### src/rtl/ixc_skid_34_pkg.sv
// ixc_skid_pkg: shared state encoding and default sizes for the ixc_skid_34 skid buffer.
// State encodings double as the occupancy count.
package ixc_skid_pkg;
    localparam int IXC_SKID_WIDTH = 34;
    localparam int IXC_SKID_CNT_W = 16;
    typedef enum logic [1:0] {
        EMPTY = 2'd0,
        ONE   = 2'd1,
        FULL  = 2'd2
    } skid_state_t;
endpackage

### src/rtl/ixc_skid_34_if.sv
// ixc_skid_34_if: valid/ready handshake bundle for ixc_skid_34.
// IXC_SKID_PARITY_EN adds in_par and par_err to the bundle.
interface ixc_skid_34_if
    import ixc_skid_pkg::*;
#(
    parameter int WIDTH = IXC_SKID_WIDTH
) ();
    logic             in_valid;
    logic             in_ready;
    logic [WIDTH-1:0] in_data;
    logic             out_valid;
    logic             out_ready;
    logic [WIDTH-1:0] out_data;
`ifdef IXC_SKID_PARITY_EN
    logic             in_par;
    logic             par_err;
    modport master (output in_valid, in_data, in_par, out_ready,
                    input in_ready, out_valid, out_data, par_err);
    modport slave  (input in_valid, in_data, in_par, out_ready,
                    output in_ready, out_valid, out_data, par_err);
`else
    modport master (output in_valid, in_data, out_ready,
                    input in_ready, out_valid, out_data);
    modport slave  (input in_valid, in_data, out_ready,
                    output in_ready, out_valid, out_data);
`endif
endinterface

### src/rtl/ixc_skid_34_sat_cnt.sv
// ixc_sat_cnt: saturating up-counter with synchronous clear, used for the stall counter.
module ixc_sat_cnt #(
    parameter int W = 16
) (
    input  logic         clk,
    input  logic         rst_n,
    input  logic         inc,
    input  logic         clr,
    output logic [W-1:0] cnt
);
    logic [W-1:0] cnt_q;
    logic [W-1:0] cnt_d;

    always_comb cnt_d = clr ? '0 : (inc && !(&cnt_q)) ? cnt_q + 1'b1 : cnt_q;

    always_ff @(posedge clk or negedge rst_n)
        if (!rst_n) cnt_q <= '0;
        else        cnt_q <= cnt_d;

    assign cnt = cnt_q;
endmodule

### src/rtl/ixc_skid_34.sv
// ixc_skid_34: registered two-entry valid/ready skid buffer with a saturating stall counter.
// IXC_SKID_PARITY_EN stores even parity with each word and flags a sticky par_err on bad output.
module ixc_skid_34
    import ixc_skid_pkg::*;
#(
    parameter int WIDTH = IXC_SKID_WIDTH,
    parameter int CNT_W = IXC_SKID_CNT_W
) (
    input  logic             clk,
    input  logic             rst_n,
    input  logic             flush,
    ixc_skid_34_if.slave     bus,
    output logic [1:0]       occupancy,
    output logic [CNT_W-1:0] stall_cnt
);
`ifdef IXC_SKID_PARITY_EN
    localparam int PW = WIDTH + 1;
`else
    localparam int PW = WIDTH;
`endif

    skid_state_t state_q;
    logic [PW-1:0] main_q;
    logic [PW-1:0] skid_q;
    logic [PW-1:0] in_word;
    logic          out_valid_q;
    logic          in_ready_q;
    logic          in_fire;
    logic          out_fire;

`ifdef IXC_SKID_PARITY_EN
    assign in_word = {bus.in_par, bus.in_data};
`else
    assign in_word = bus.in_data;
`endif
    assign in_fire  = bus.in_valid & in_ready_q;
    assign out_fire = out_valid_q & bus.out_ready;

    // flush wins over any handshake; data registers keep their contents
    always_ff @(posedge clk or negedge rst_n) begin
        if (!rst_n) begin
            state_q     <= EMPTY;
            main_q      <= '0;
            skid_q      <= '0;
            out_valid_q <= 1'b0;
            in_ready_q  <= 1'b1;
        end else if (flush) begin
            state_q     <= EMPTY;
            out_valid_q <= 1'b0;
            in_ready_q  <= 1'b1;
        end else begin
            case (state_q)
                EMPTY: if (in_fire) begin
                    state_q     <= ONE;
                    main_q      <= in_word;
                    out_valid_q <= 1'b1;
                end
                ONE: begin
                    if (in_fire && out_fire) main_q <= in_word;
                    else if (in_fire) begin
                        state_q    <= FULL;
                        skid_q     <= in_word;
                        in_ready_q <= 1'b0;
                    end else if (out_fire) begin
                        state_q     <= EMPTY;
                        out_valid_q <= 1'b0;
                    end
                end
                FULL: if (out_fire) begin
                    state_q    <= ONE;
                    main_q     <= skid_q;
                    in_ready_q <= 1'b1;
                end
                default: begin
                    state_q     <= EMPTY;
                    out_valid_q <= 1'b0;
                    in_ready_q  <= 1'b1;
                end
            endcase
        end
    end

`ifdef IXC_SKID_PARITY_EN
    logic par_err_q;
    always_ff @(posedge clk or negedge rst_n)
        if (!rst_n)                   par_err_q <= 1'b0;
        else if (flush)               par_err_q <= 1'b0;
        else if (out_fire && ^main_q) par_err_q <= 1'b1;
    assign bus.par_err = par_err_q;
`endif

    assign bus.out_data  = main_q[WIDTH-1:0];
    assign bus.out_valid = out_valid_q;
    assign bus.in_ready  = in_ready_q;
    assign occupancy     = state_q;

    ixc_sat_cnt #(.W(CNT_W)) u_stall (
        .clk   (clk),
        .rst_n (rst_n),
        .inc   (out_valid_q & ~bus.out_ready),
        .clr   (flush),
        .cnt   (stall_cnt)
    );
endmodule

### src/flat_wrapper.sv
// flat-port wrapper written by rule: the top's interface ports become plain ports
module ixc_skid_34_flat import ixc_skid_pkg::*;
#(
    parameter int WIDTH = IXC_SKID_WIDTH,
    parameter int CNT_W = IXC_SKID_CNT_W
)
  (clk, rst_n, flush, occupancy, stall_cnt, bus_in_valid, bus_in_data, bus_out_ready, bus_in_ready, bus_out_valid, bus_out_data);
  ixc_skid_34_if #(.WIDTH(WIDTH)) bus_i ();
  input  logic clk;
  input  logic rst_n;
  input  logic flush;
  output logic [1:0] occupancy;
  output logic [CNT_W-1:0] stall_cnt;
  input wire logic [$bits(bus_i.in_valid)-1:0] bus_in_valid;
  input wire logic [$bits(bus_i.in_data)-1:0] bus_in_data;
  input wire logic [$bits(bus_i.out_ready)-1:0] bus_out_ready;
  output wire logic [$bits(bus_i.in_ready)-1:0] bus_in_ready;
  output wire logic [$bits(bus_i.out_valid)-1:0] bus_out_valid;
  output wire logic [$bits(bus_i.out_data)-1:0] bus_out_data;
  assign bus_i.in_valid = bus_in_valid;
  assign bus_i.in_data = bus_in_data;
  assign bus_i.out_ready = bus_out_ready;
  assign bus_in_ready = bus_i.in_ready;
  assign bus_out_valid = bus_i.out_valid;
  assign bus_out_data = bus_i.out_data;
  ixc_skid_34 #(.WIDTH(WIDTH), .CNT_W(CNT_W)) u_core (.clk(clk), .rst_n(rst_n), .flush(flush), .bus(bus_i), .occupancy(occupancy), .stall_cnt(stall_cnt));
endmodule
### config.mk
export PLATFORM = sky130hd
export DESIGN_NAME = ixc_skid_34_flat
export DESIGN_NICKNAME = d
export VERILOG_FILES = /design/src/rtl/ixc_skid_34_pkg.sv /design/src/rtl/ixc_skid_34_if.sv /design/src/rtl/ixc_skid_34_sat_cnt.sv /design/src/rtl/ixc_skid_34.sv /design/src/flat_wrapper.sv
export SDC_FILE = /design/constraint.sdc
export NUM_CORES = 1
export LEC_CHECK = 0
export ABC_AREA = 1
export BUFFER_PORTS_ARGS = -buffer_cell sky130_fd_sc_hd__clkbuf_2
export CAP_MARGIN = 40
export CORE_ASPECT_RATIO = 1.4
export CORE_MARGIN = 2
export CORE_UTILIZATION = 30
export DETAILED_ROUTE_END_ITERATION = 10
export GPL_ROUTABILITY_DRIVEN = 0
export GPL_TIMING_DRIVEN = 0
export PLACE_DENSITY = 0.53
export SLEW_MARGIN = 20
export SYNTH_ARGS = -nofsm -noshare
export SYNTH_HDL_FRONTEND = slang
export SYNTH_HIERARCHICAL = 1
export SYNTH_SLANG_ARGS = --single-unit
### constraint.sdc
create_clock -name clk -period 2.2 [get_ports clk]
set_clock_uncertainty 0.1 [all_clocks]
set_input_delay 0.11 -clock clk [delete_from_list [all_inputs] [get_ports clk]]
set_output_delay 0.11 -clock clk [all_outputs]
set_load 0.03 [all_outputs]
**Word-level counts from Yosys, hierarchy flattened**

Cells that the tools add are included.

- Register bits after elaboration: 88
- Input port bits: 39
- Output and inout bits: 54
- Logic and storage cells: 63

- Add/subtract/negate cells: 1
- Equality and inequality tests: 14
- Multiplexer cells: 24
- Bitwise logic cells: 6
- Reduce and logical (&&, ||, !) cells: 12

Operators with widths:

| operator | count |
|---|---|
| $mux 34 | 3 |
| $pmux 34 s3 | 1 |
| $mux 16 | 2 |
| $add 16x1->16 const B | 1 |
| $reduce_and 16->1 | 1 |
| $mux 2 | 6 |
| $ne 3x2->1 const B | 4 |
| $reduce_and 4->1 | 3 |
| $reduce_and 5->1 | 2 |
| $mux 1 | 9 |
| $ne 2x1->1 const B | 3 |
| $ne 3x3->1 const B | 2 |
| $pmux 1 s3 | 2 |
| $pmux 2 s3 | 1 |
| $ne 2x2->1 const B | 2 |
| $ne 4x2->1 const B | 1 |
| $and 1x1->1 | 3 |
| $not 1->1 | 3 |
| $reduce_bool 3->1 | 1 |
| $eq 2x1->1 const B | 1 |
| $eq 2x2->1 const B | 1 |
| $logic_and 1x1->1 | 2 |
| $logic_not 2->1 | 1 |
| $reduce_bool 2->1 | 1 |
| $logic_not 1->1 | 1 |

**Logic depth before layout (Yosys ltp)**

- Depth in word-level cells: 6
- Mapped depth: 10

**Cells and area by module**

The synthesis kept the hierarchy.

Modules (own cells, without submodules):

| module | instances | cells an instance | area an instance (um2) | seq. area each (um2) |
|---|---|---|---|---|
| ixc_skid_34 | 1 | 412 | 3288.2 | 1803.0 |
| ixc_sat_cnt | 1 | 165 | 1084.8 | 400.4 |

**Worst setup path before layout**

No wires, ideal clock.

- Path kind: reg2reg
- Start: register u_core.u_stall.cnt_q[1], in the netlist u_core/u_stall/cnt[1]
- End: register u_core.u_stall.cnt_q[9], in the netlist u_core/u_stall/cnt[9]
- Setup time: 0.065 ns
- Arrival: 1.567 ns
- Required time: 2.035 ns
- Path slack: 0.468 ns
- Cell stages (with the launch flop): 10
- Buffers on the path: 0
- Cells stage by stage: dfrtp_1 ha_1 nand2_1 nor2_2 nand2_4 nor2_4 nor2_4 nor2_8 nand2_1 nand2_1

- Cells in the longest elaborated chain, start to end: 4

RTL lines:

| item | RTL line | source |
|---|---|---|
| start, declared | ixc_skid_34_sat_cnt.sv:11 | `logic [W-1:0] cnt_q;` |
| start signal, assigned | ixc_skid_34_sat_cnt.sv:18 | `else cnt_q <= cnt_d;` |
| branches (longest 4 deep; another with $add 16x1->16) | n/a |  |

Parallel ways; which one is timed is not known. The select of a mux whose other input is x is not followed.
A chain may end at the register's enable or synchronous reset.

**Final worst setup path**

- Start: register u_core.u_stall.cnt_q[1], in the netlist u_core/u_stall/cnt[1]
- End: register u_core.u_stall.cnt_q[1], in the netlist u_core/u_stall/cnt[1]

The elaborated chain is that of the path after synthesis.

==> results_dict.tcl <==
set metrics [dict create \
    hold_viol 0 \
    yosys.cell_types.count 28 \
    clock_tree.htree_level_count 3 \
    clock_sink_count 88 \
    placed_cell_area_mm2 0.00508 \
    drt_pass1_iterations 4 \
    timing_worst_slew_pin_value_ns 0.720 \
    grt_start_max_net_pins 89 \
    final_max_slew_viols 0 \
    timing.fmax_mhz 562 \
    place.detailed.hpwl_um 8390 \
    drive_above_1_share_pct 20.0 \
    max_cap_violation_count 0 \
    timing.critical_path.to_type "flip-flop" \
    drcViolationCount 0 \
    maxSlewHeadroom_pct 52.0 \
    layout-area-overhead-vs-synth_pct 31.6 \
    net_total_in_the_final_layout 755 \
    regToRegEndpoint "u_core/u_stall/cnt[1]" \
    cts-root-to-sink-buffers 2 \
    clock_tree.root_cell "sky130_fd_sc_hd__clkbuf_16" \
    grt.total_usage_pct 15.6 \
    leak_nw 3.11 \
    floorplan.die_area_mm2 0.0156 \
    floorplan.rows 52 \
    route.vias.total 4086 \
    core_area_mm2 0.0144 \
    yosys.area_share.simple_pct 31.6 \
    required_ns 2.37 \
    synth_fa_ha_area_share_pct 0.286 \
    crit_start "u_core/u_stall/cnt[1]" \
    place.detailed.instances 858 \
    cell_internal_pwr_w 0.00393 \
    seq_area_frac_synth_pct 50.4 \
    clock_power_share_pct 25.6 \
    pwr_density_cell_mw_per_mm2 1140 \
    worstSetupEndpoint "u_core/u_stall/cnt[1]" \
    timing.hold.ws_ns 0.0907 \
    final-instance-count-excl-fill 909 \
    syn_area_per_cell_um2 7.58 \
    detail-route-antenna-nets 0 \
    rsz_0062_raised_after_global_routing "no" \
    gr-total-overflow 0 \
    drt_iter0_markers 217 \
    antenna-diode-count 0 \
    combinationalPowerShare_pct 35.1 \
    syn_nets 617 \
    starting_density_of_the_core_pct 30.4 \
    synth_seq_cells 88 \
    cts_buffers 9 \
    chipHeight_um 147 \
    post-cts-setup-buffers 0 \
    fin_total_pwr_w 0.00655 \
    synth-compound-area-share_pct 9.38 \
    regToRegStartpoint "u_core/u_stall/cnt[1]" \
    route.detailed.vias_per_inst 4.50 \
    power.sequential.fraction_pct 39.3 \
    reg_to_reg_setup_timing_slack_ns 0.42 \
    timing_worst_setup_path_type "reg2reg" \
    post_drt_wl_per_cell_um 12.7 \
    post_synth_xor_area_fraction_pct 0.401 \
    yosys-mux-area-fraction_pct 0 \
    grt_antenna_before_repair 0 \
    netlist_instances 577 \
    holdCritPathClass "in2reg" \
    swShare_pct 40.0 \
    clock_insertion_delay_worst_skew_ns 0.34 \
    most-common-layout-cells "sky130_fd_sc_hd__nand2_1 (182), sky130_fd_sc_hd__clkbuf_2 (91), sky130_fd_sc_hd__dfrtp_1 (87), sky130_fd_sc_hd__nor2_1 (65), sky130_fd_sc_hd__inv_1 (58)" \
    crit_arrival_ns 1.95 \
    finalInstanceArea_mm2 0.00576 \
    setup_violations 0 \
    run_status "finished clean" \
    ir_worst_vdd_mv 0.644 \
    postLayoutCoreUtil_pct 40.0 \
    crit_path_start_kind "flip-flop" \
    clk_transition_reported_paths_ns 0.06 \
    finalCriticalPeriod_ns 1.78 \
    critPathMaxFanout 10 \
    depth_of_the_most_critical_reg_to_reg_path 9 \
    cts_tree "built" \
    synth_top_family_by_area "simple AND/OR/NAND/NOR gates" \
    leading_cell_type_in_the_layout_fill_and_taps_excluded "sky130_fd_sc_hd__nand2_1" \
    buffer_ports.inserted 92 \
    dieWidth_um 106 \
    post-route-period-util_pct 80.9 \
    grt_pass1_wl_um 19500 \
    first_global_vias 4091 \
    post_synth_instance_area_mm2 0.00437 \
    postRouteWirelength_um 11500 \
    ioPinCount 93 \
    power.net_switching_w 0.00262 \
    yosys_warnings 6 \
]
==> registers in the layout, indices dropped and copies added (netlist names) <==
name / flops
u_core/bus.out_valid: 1
u_core/skid_q: 34
u_core/u_stall/cnt: 16
u_core/bus.in_ready: 1
u_core/occupancy: 2
u_core/bus.out_data: 34
==> final cells by class <==
cell class | instances | area (um^2)
buffer | 24 | 121
multi-input combinational | 405 | 1820
timing repair buffer | 127 | 820
fill | 1501 | 8620
tap | 189 | 236
inverter | 60 | 225
clock inverter | 7 | 101
clock buffer | 9 | 225
sequential | 88 | 2200
==> synth_stat cells, drive strengths merged <==
master	n	share of area (%)
nand2	188	17
dfrtp	87	50
nor2	73	7.5
inv	59	5.1
nand3	56	6.4
o21ai	42	4.9
a21oi	37	4.5
buf	17	2.2
clkbuf	7	0.60
nand4	4	0.72
clkinv	1	0.086
dfstp	1	0.60
ha	1	0.29
nand3b	1	0.17
nor3	1	0.11
xnor2	1	0.20
xor2	1	0.20
==> worst min-delay path by stage <==
stage	from	slack (ns)	cells past startpoint	end
final	bus_out_ready	0.09	6	u_core/u_stall/cnt[14]
after global routing	bus_in_valid	0.13	5	u_core/occupancy[0]
after CTS	bus_out_ready	0.08	6	u_core/u_stall/cnt[14]
after detailed placement	rst_n	0.12	1	u_core/u_stall/cnt[13]
after global placement	bus_in_data[1]	0.28	3	u_core/skid_q[1]
after floorplan	rst_n	-0.29	0	u_core/bus.out_data[0]
==> layer usage <==
metal | GRT usage [%] | vias to the layer above | share of wire, %
li1 | - | 2084 | -
met3 | 2.13 | 18 | 3.5
met2 | 27.5 | 105 | 51
met5 | 0 | - | 0
met1 | 18.8 | 1879 | 43
met4 | 6.91 | 0 | 2.0
==> per-stage QoR <==
stage	setup TNS [ns]	setup WS, ns
final	0	0.420
after global routing	0	0.246
after CTS	0	0.403
after detailed placement	0	0.419
after global placement	-16.70	-0.200
after floorplan	0	0.468
==> logic make-up after synthesis <==
family,Yosys count
adders and majority gates,1
buffers and inverters,84
DFF,88
AOI/OAI and AO/OA,79
and+or+nand+nor,323
xor gates and xnor gates,2
==> power groups by stage <==
stage	combinational (W)	clock, W	sequential [W]
floorplan	0.000965	0	0.00316
global placement	0.00223	0	0.00259
detailed placement	0.00228	0	0.00260
CTS	0.00234	0.00174	0.00258
global route	0.00256	0.00181	0.00265
finish	0.00230	0.00168	0.00258
==> worst max-delay path: stages (launching register included) <==
cell	delay, ns
sky130_fd_sc_hd__dfrtp_1	0.40
sky130_fd_sc_hd__ha_1	0.19
sky130_fd_sc_hd__nand2_1	0.08
sky130_fd_sc_hd__nor2_2	0.27
sky130_fd_sc_hd__nand2_4	0.12
sky130_fd_sc_hd__nor2_4	0.13
sky130_fd_sc_hd__nor2_4	0.09
sky130_fd_sc_hd__nor2_8	0.18
sky130_fd_sc_hd__nand2_1	0.07
sky130_fd_sc_hd__nand2_1	0.07
==> timing repair <==
item	in CTS	in global routing
resized for setup	0	0
hold endpoints to repair	121	0
endpoints found under the setup margin	0	0
hold buffers	35	0
Note: power is estimated with default switching activity, not from simulation.
